**src/rtl/adc_pkg.sv**
```systemverilog
// Shared definitions for the XADC DRP reader and its bench.
package adc_pkg;

  localparam int ADC_W = 16;
  localparam int CH_W  = 5;

  // XADC channel_out codes of the two IR sensors
  localparam logic [CH_W-1:0] DEF_CH_DIAG = 5'h13;  // VAUX3
  localparam logic [CH_W-1:0] DEF_CH_SIDE = 5'h1B;  // VAUX11

  typedef enum logic [1:0] {
    IDLE = 2'd0,
    REQ  = 2'd1,
    WAIT = 2'd2
  } state_e;

endpackage

```
**src/rtl/adc_drp_reader.sv**
```systemverilog
// On every XADC end-of-conversion, read the converted channel over DRP and
// route the raw signed result to the diagonal or side sensor output.
module adc_drp_reader
  import adc_pkg::*;
#(
  parameter logic [CH_W-1:0] CH_DIAG     = DEF_CH_DIAG,
  parameter logic [CH_W-1:0] CH_SIDE     = DEF_CH_SIDE,
  parameter int              TIMEOUT_CYC = 64
) (
  input  logic                    clk,
  input  logic                    reset,
  input  logic                    eoc_in,
  input  logic [CH_W-1:0]         channel_in,
  output logic                    drp_den,
  output logic                    drp_dwe,
  output logic [6:0]              drp_daddr,
  output logic [15:0]             drp_di,
  input  logic                    drp_drdy,
  input  logic [15:0]             drp_do,
  output logic signed [ADC_W-1:0] adc_data_diag,
  output logic                    adc_valid_diag,
  output logic signed [ADC_W-1:0] adc_data_side,
  output logic                    adc_valid_side,
  output logic                    overrun,
  output logic                    timeout_err
);

  localparam int              CNT_W    = $clog2(TIMEOUT_CYC) + 1;
  localparam logic [CNT_W-1:0] CNT_LAST = CNT_W'(TIMEOUT_CYC - 1);

  state_e            state;
  logic [CH_W-1:0]   ch_lat;
  logic [CH_W-1:0]   pend_ch;
  logic              pending;
  logic [CNT_W-1:0]  cnt;
  logic              rd_done;

  // A read completes only on drdy while waiting; drdy during REQ or IDLE is stale
  assign rd_done   = (state == WAIT) && drp_drdy;

  // Read-only DRP access: enable and address are live only in the REQ cycle
  assign drp_den   = (state == REQ);
  assign drp_daddr = (state == REQ) ? {2'b00, ch_lat} : 7'd0;
  assign drp_dwe   = 1'b0;
  assign drp_di    = 16'd0;

  // Read sequencer; the counter starts at REQ so it measures cycles since drp_den
  always_ff @(posedge clk or negedge reset) begin
    if (!reset) begin
      state       <= IDLE;
      ch_lat      <= '0;
      cnt         <= '0;
      timeout_err <= 1'b0;
    end else begin
      case (state)
        IDLE: begin
          if (pending) begin
            ch_lat <= pend_ch;
            cnt    <= '0;
            state  <= REQ;
          end else if (eoc_in) begin
            ch_lat <= channel_in;
            cnt    <= '0;
            state  <= REQ;
          end
        end
        REQ: begin
          cnt   <= cnt + 1'b1;
          state <= WAIT;
        end
        WAIT: begin
          if (drp_drdy) begin
            state <= IDLE;
          end else if (cnt == CNT_LAST) begin
            timeout_err <= 1'b1;
            state       <= IDLE;
          end else begin
            cnt <= cnt + 1'b1;
          end
        end
        default: state <= IDLE;
      endcase
    end
  end

  // One-deep request buffer for conversions that land while a read is in flight
  always_ff @(posedge clk or negedge reset) begin
    if (!reset) begin
      pending <= 1'b0;
      pend_ch <= '0;
      overrun <= 1'b0;
    end else if (state == IDLE) begin
      // A waiting request is launched now; a simultaneous eoc takes its place
      if (pending) begin
        pending <= eoc_in;
        if (eoc_in) pend_ch <= channel_in;
      end
    end else if (eoc_in) begin
      pend_ch <= channel_in;
      pending <= 1'b1;
      if (pending) overrun <= 1'b1;
    end
  end

  // Capture the DRP result into the sensor output that matches the channel
  always_ff @(posedge clk or negedge reset) begin
    if (!reset) begin
      adc_data_diag  <= '0;
      adc_valid_diag <= 1'b0;
      adc_data_side  <= '0;
      adc_valid_side <= 1'b0;
    end else begin
      adc_valid_diag <= 1'b0;
      adc_valid_side <= 1'b0;
      if (rd_done) begin
        if (ch_lat == CH_DIAG) begin
          adc_data_diag  <= drp_do;
          adc_valid_diag <= 1'b1;
        end else if (ch_lat == CH_SIDE) begin
          adc_data_side  <= drp_do;
          adc_valid_side <= 1'b1;
        end
      end
    end
  end

endmodule

```
**config.mk**
```make
export PLATFORM = sky130hd
export DESIGN_NAME = adc_drp_reader
export DESIGN_NICKNAME = d
export VERILOG_FILES = /design/src/rtl/adc_pkg.sv /design/src/rtl/adc_drp_reader.sv
export SDC_FILE = /design/constraint.sdc
export NUM_CORES = 1
export LEC_CHECK = 0
export CAP_MARGIN = 10
export CORE_MARGIN = 1
export CORE_UTILIZATION = 49
export DETAILED_ROUTE_END_ITERATION = 10
export PLACE_DENSITY_LB_ADDON = 0.05
export SETUP_SLACK_MARGIN = 0.05
export SYNTH_ARGS = -nofsm -noshare
export SYNTH_HDL_FRONTEND = slang
export SYNTH_SLANG_ARGS = --single-unit
```
**constraint.sdc**
```tcl
create_clock -name clk -period 4.31 [get_ports clk]
set_input_delay 0.862 -clock clk [delete_from_list [all_inputs] [get_ports clk]]
set_output_delay 0.862 -clock clk [all_outputs]
set_load 0.01 [all_outputs]
```
* Word level (Yosys, flattened, before mapping) *
Index checks and enable logic that the tools add are counted.

word-level totals
  register bits after elaboration = 56
  latch bits = 0
  memory bits (writable) = 0
  bits in read-only memories = 0
  input port bits = 25
  output and inout bits = 61
  logic and storage cells = 61
  memories = 0

operators by class
  $add $sub $neg = 1
  $mul = 0
  divide/modulo/power cells = 0
  order comparisons = 0
  eq/ne operators = 10
  shift operators = 0
  muxes and demuxes = 24
  bitwise logic cells = 3
  reduce and logical (&&, ||, !) cells = 12

operators by type and width
  operator                                        number
  two-way mux 5 bit                               6
  two-way mux 7 bit                               4
  one-hot mux 7 bit (3 select lines)              1
  == test 5 bit (second input constant)           2
  AND reduction 3 bit                             3
  two-way mux 1 bit                               8
  two-way mux 2 bit                               4
  adder 7 x 1 -> 7 bit (second input constant)    1
  == test 7 x 6 -> 1 bit (second input constant)  1
  != test 2 bit (second input constant)           3
  one-hot mux 2 bit (3 select lines)              1
  AND reduction 2 bit                             3
  AND reduction 4 bit                             1
  nonzero test 2 bit                              2
  != test 3 x 2 -> 1 bit (second input constant)  1
  != test 3 bit (second input constant)           1
  NOT 1 bit                                       3
  nonzero test 3 bit                              1
  == test 2 x 1 -> 1 bit (second input constant)  1
  == test 2 bit (second input constant)           1
  zero test 2 bit                                 1
  logical AND 1 bit                               1

* Logic depth before layout (Yosys ltp) *
  depth after elaboration = 4
  mapped depth = 7
  gate-level depth less buffers = 6

* Least setup slack after synthesis *
No wires, ideal clock.

  path kind = input port to flip-flop
  from = input port drp_drdy
  to = register adc_data_diag[10]
  library setup time = 0.125 ns
  arrival time = 1.809 ns
  required time = 4.185 ns
  setup slack = 2.376 ns
  cell stages on the path = 4
  cells stage by stage = nand2_1 -> nor3_4 -> buf_6 -> mux2_2

on the way
  word-level cells in the longest chain between the ends = 2

ends and longest elaborated chain
  element                               RTL line               RTL
  start: declaration                    adc_drp_reader.sv:18   input logic drp_drdy,
  logical AND 1 bit                     adc_drp_reader.sv:39   assign rd_done = (state == WAIT) && drp_drdy;
  AND reduction 2 bit (no source line)  -
  end signal: assignment                adc_drp_reader.sv:117  adc_data_diag <= drp_do;
  end: declaration                      adc_drp_reader.sv:20   output logic signed [ADC_W-1:0] adc_data_diag,

No other way between the ends.
A chain may end at the register's enable or synchronous reset.

* Worst setup path after layout *
  from = register state[1]
  to = output port drp_daddr[1]

on the way
  word-level cells in the longest chain between the ends = 2

ends and longest elaborated chain
  element                   RTL line              RTL
  start: declaration        adc_drp_reader.sv:31  state_e state;
  start signal: assignment  adc_drp_reader.sv:50  state <= IDLE;
  start signal: assignment  adc_drp_reader.sv:60  state <= REQ;
  start signal: assignment  adc_drp_reader.sv:64  state <= REQ;
  == test 2 x 1 -> 1 bit    adc_drp_reader.sv:43  assign drp_daddr = (state == REQ) ? {2'b00, ch_lat} : 7'd0;
  two-way mux 5 bit         adc_drp_reader.sv:43
  end: declaration          adc_drp_reader.sv:16  output logic [6:0] drp_daddr,

No other way between the ends.

==> qor.csv <==
metric,value,unit
result of the run,finished clean,
async set or reset register ratio after synthesis,100,%
pin slew with the least headroom to its limit,838,ps
maximum resistive drop on vdd,256,uV
final clock period utilization by the worst path,60.6,%
sequential-to-total area share from yosys stat,53.9,%
share of total power in combinational logic,39.7,%
Crit Path Category,register to output pin,
fraction of layout instances using a drive strength above 1,20.0,%
met2 layer usage reported by global route,30.0,%
RSZ-0062 raised after global routing,no,
largest area contributor in the synthesized netlist,sky130_fd_sc_hd__dfrtp_1,
antenna-violating nets left,0,
Leak,0.00154,uW
Inserted Diodes,0,
area growth from synthesis to layout,27.8,%
most common library cell in the layout ignoring fill and taps,sky130_fd_sc_hd__clkdlybuf4s50_1,
gr ovfl total,0,
required time reported for the critical path endpoint,3450,ps
pin count of the biggest net entering global routing,30,
"reg-to-reg slack, setup",2190,ps
post-route cell area,0.00332,sq mm
Inserted Clock Buffers,5,
Avg Inst Size Synth,12.5,sq um
initial DRC count,70,
WHS Path Cells,2,
vias in the first global route,1658,
crit end category,output pin,
post-CTS setup repair buffer count,0,
Initial Util,50.9,%
cells taking the most area after synthesis,"sky130_fd_sc_hd__dfrtp_1, sky130_fd_sc_hd__mux2_2, sky130_fd_sc_hd__buf_4, sky130_fd_sc_hd__ha_1, sky130_fd_sc_hd__o21ai_0",
time the worst path needs with I/O delays and setup,2610,ps
number of buffers added on ports,66,
post-cts repair resize count,0,
met1 Track Usage GR,22.9,%
worst relative slew slack,44.0,%
power consumption,1760,uW
"top library cells by usage in the layout, fill and taps aside","sky130_fd_sc_hd__clkdlybuf4s50_1, sky130_fd_sc_hd__dfrtp_1, sky130_fd_sc_hd__mux2_2",
library cell used as clock root buffer,sky130_fd_sc_hd__clkbuf_8,
number of enable-type register cells in the synthesized netlist,0,
area after detailed placement,0.00324,sq mm
Worst Hold Slack,470,ps
max-cap viol count,0,
Die Span Y,74.8,um
wire length of the first global-routing pass,7.70,mm
Total Wirelength,4.75,mm
area share of the largest cell type after synthesis,53.9,%
Crit Reg-Reg Endpoint,adc_data_diag[7],
routed via count divided by cell count,5.02,
Worst Reg-to-Reg Cells,5,
Bufs on Longest Clock Path,2,
CP Launch Type,register,
Total Die Area,0.00560,sq mm
final hold violation count,0,
drc violations,0,
placed insts,338,
# clock sinks,56,
cells after synthesis,207,
worst hold path type,register to register,
initial antenna violation count,0,
cell area after synthesis,0.00260,sq mm
worst skew pair latency,300,ps
Post-Route Skew,10.2,ps
data arrival time of the critical path,1750,ps
Filler Cell Count,434,
Yosys Warn Count,0,
power density normalized to cell area,531,mW/mm^2
GP Congestion,0.765,
GRT Util Overall,18.2,%
routed wirelength normalized by instance count,13.8,um
startpoint of the lowest-slack hold path,timeout_err,
startpoint of the most critical register-to-register path,state[0],
Pins Over Slew Limit,0,
predominant post-synthesis flop cell,sky130_fd_sc_hd__dfrtp_1,
number of iterations in the first detailed-routing pass,4,
post-detailed-placement half-perimeter wirelength,3.42,mm
hold_buf cts,0,
TritonCTS clock tree,yes,
maximum fanout along the worst path,6,
Psw,592,uW
GRT Max-Usage Layer,met2,
Boundary Pins,86,
Core Rows,26,
number of vias after detailed routing,1731,
sw frac,33.5,%
worst min-delay path endpoint,timeout_err,
part of the power in registers,44.9,%
endpoints failing setup,0,
number of unique standard cell types used by synthesis,44,
final non-filler cell total,345,
H-tree levels,2,
DIE WIDTH,74.8,um
upper clock frequency limit,0.383,GHz
internal cell power,1170,uW
area of the core,0.00511,sq mm
post-layout net count,305,
flop and latch count out of synthesis,56,
Setup Total Neg Slack,0,ps
met3 Track Usage GR,4.95,%
clock-pin slew on the worst setup and hold paths,90,ps
clock power share,15.4,%
state kept, by name, summed over array words and instances (netlist names):
name,flops
adc_data_diag,16
adc_data_side,16
cnt,7
ch_lat,5
pend_ch,5
state,2
adc_valid_diag,1
adc_valid_side,1
overrun,1
pending,1
timeout_err,1
critical path, cell delays in order, from the launching register on:
cell                              delay (ps)
sky130_fd_sc_hd__dfrtp_1                 410
sky130_fd_sc_hd__inv_1                   110
sky130_fd_sc_hd__ha_1                    250
sky130_fd_sc_hd__and2_1                  160
sky130_fd_sc_hd__clkdlybuf4s50_1         530
how the worst max path moves through the flow:
stage,start,endpoint,slack [ps],cells past startpoint
floorplan,drp_drdy,adc_data_diag[10],2380,4
global placement,drp_drdy,adc_data_diag[0],1590,4
detailed placement,drp_drdy,adc_data_diag[7],1550,4
CTS,state[1],drp_daddr[0],1690,4
global route,state[1],drp_daddr[0],1600,4
finish,state[1],drp_daddr[1],1700,4
kinds of logic (layout without fill, tap and decap cells):
family,count (synthesis),count (layout),synth area share [%]
fa+ha+maj,6,6,2.79
mux,38,38,16.6
simple gates,44,44,10.7
buf+inv,30,80,7.66
other cells,1,19,0.144
compound gates,32,32,8.14
flops,56,56,53.9
metrics by stage:
step	util [%]	worst slack, ps
after floorplan	-	2380
after global placement	63.4	1590
after detailed placement	63.4	1550
after CTS	65.0	1690
after global routing	65.0	1600
final	65.0	1700
final cells by class:
| type | instances | area (sq um) | share of cell area, % |
|---|---|---|---|
| sequential | 56 | 1400 | 42.2 |
| multi-input combinational | 139 | 1060 | 32.1 |
| timing repair buffer | 67 | 663 | 20.0 |
| tap | 70 | 87.6 | 2.64 |
| clock buffer | 5 | 68.8 | 2.07 |
| inverter | 6 | 22.5 | 0.678 |
| clock inverter | 2 | 12.5 | 0.377 |
power by group through the flow:
stage	Sequential (uW)	Combinational, uW	Clock, uW
after floorplan	807	397	0
after global placement	799	696	0
after detailed placement	804	705	0
after CTS	792	710	283
after global routing	814	773	303
final	792	701	271
synth_stat cells (all sizes together), types with 3 or more instances:
cell / count
nor2: 5
nand3: 3
a31o: 3
and2: 6
mux2: 38
buf: 21
o21ai: 13
clkbuf: 3
dfrtp: 56
nor2b: 4
inv: 6
ha: 5
nand2: 12
a21oi: 3
layer usage:
| metal | up-vias | part of all wire, % |
|---|---|---|
| li1 | 824 | - |
| met1 | 847 | 43 |
| met2 | 54 | 49 |
| met3 | 6 | 5.5 |
| met4 | 0 | 1.7 |
| met5 | - | 0 |
Note: power is estimated with default switching activity, not from simulation.
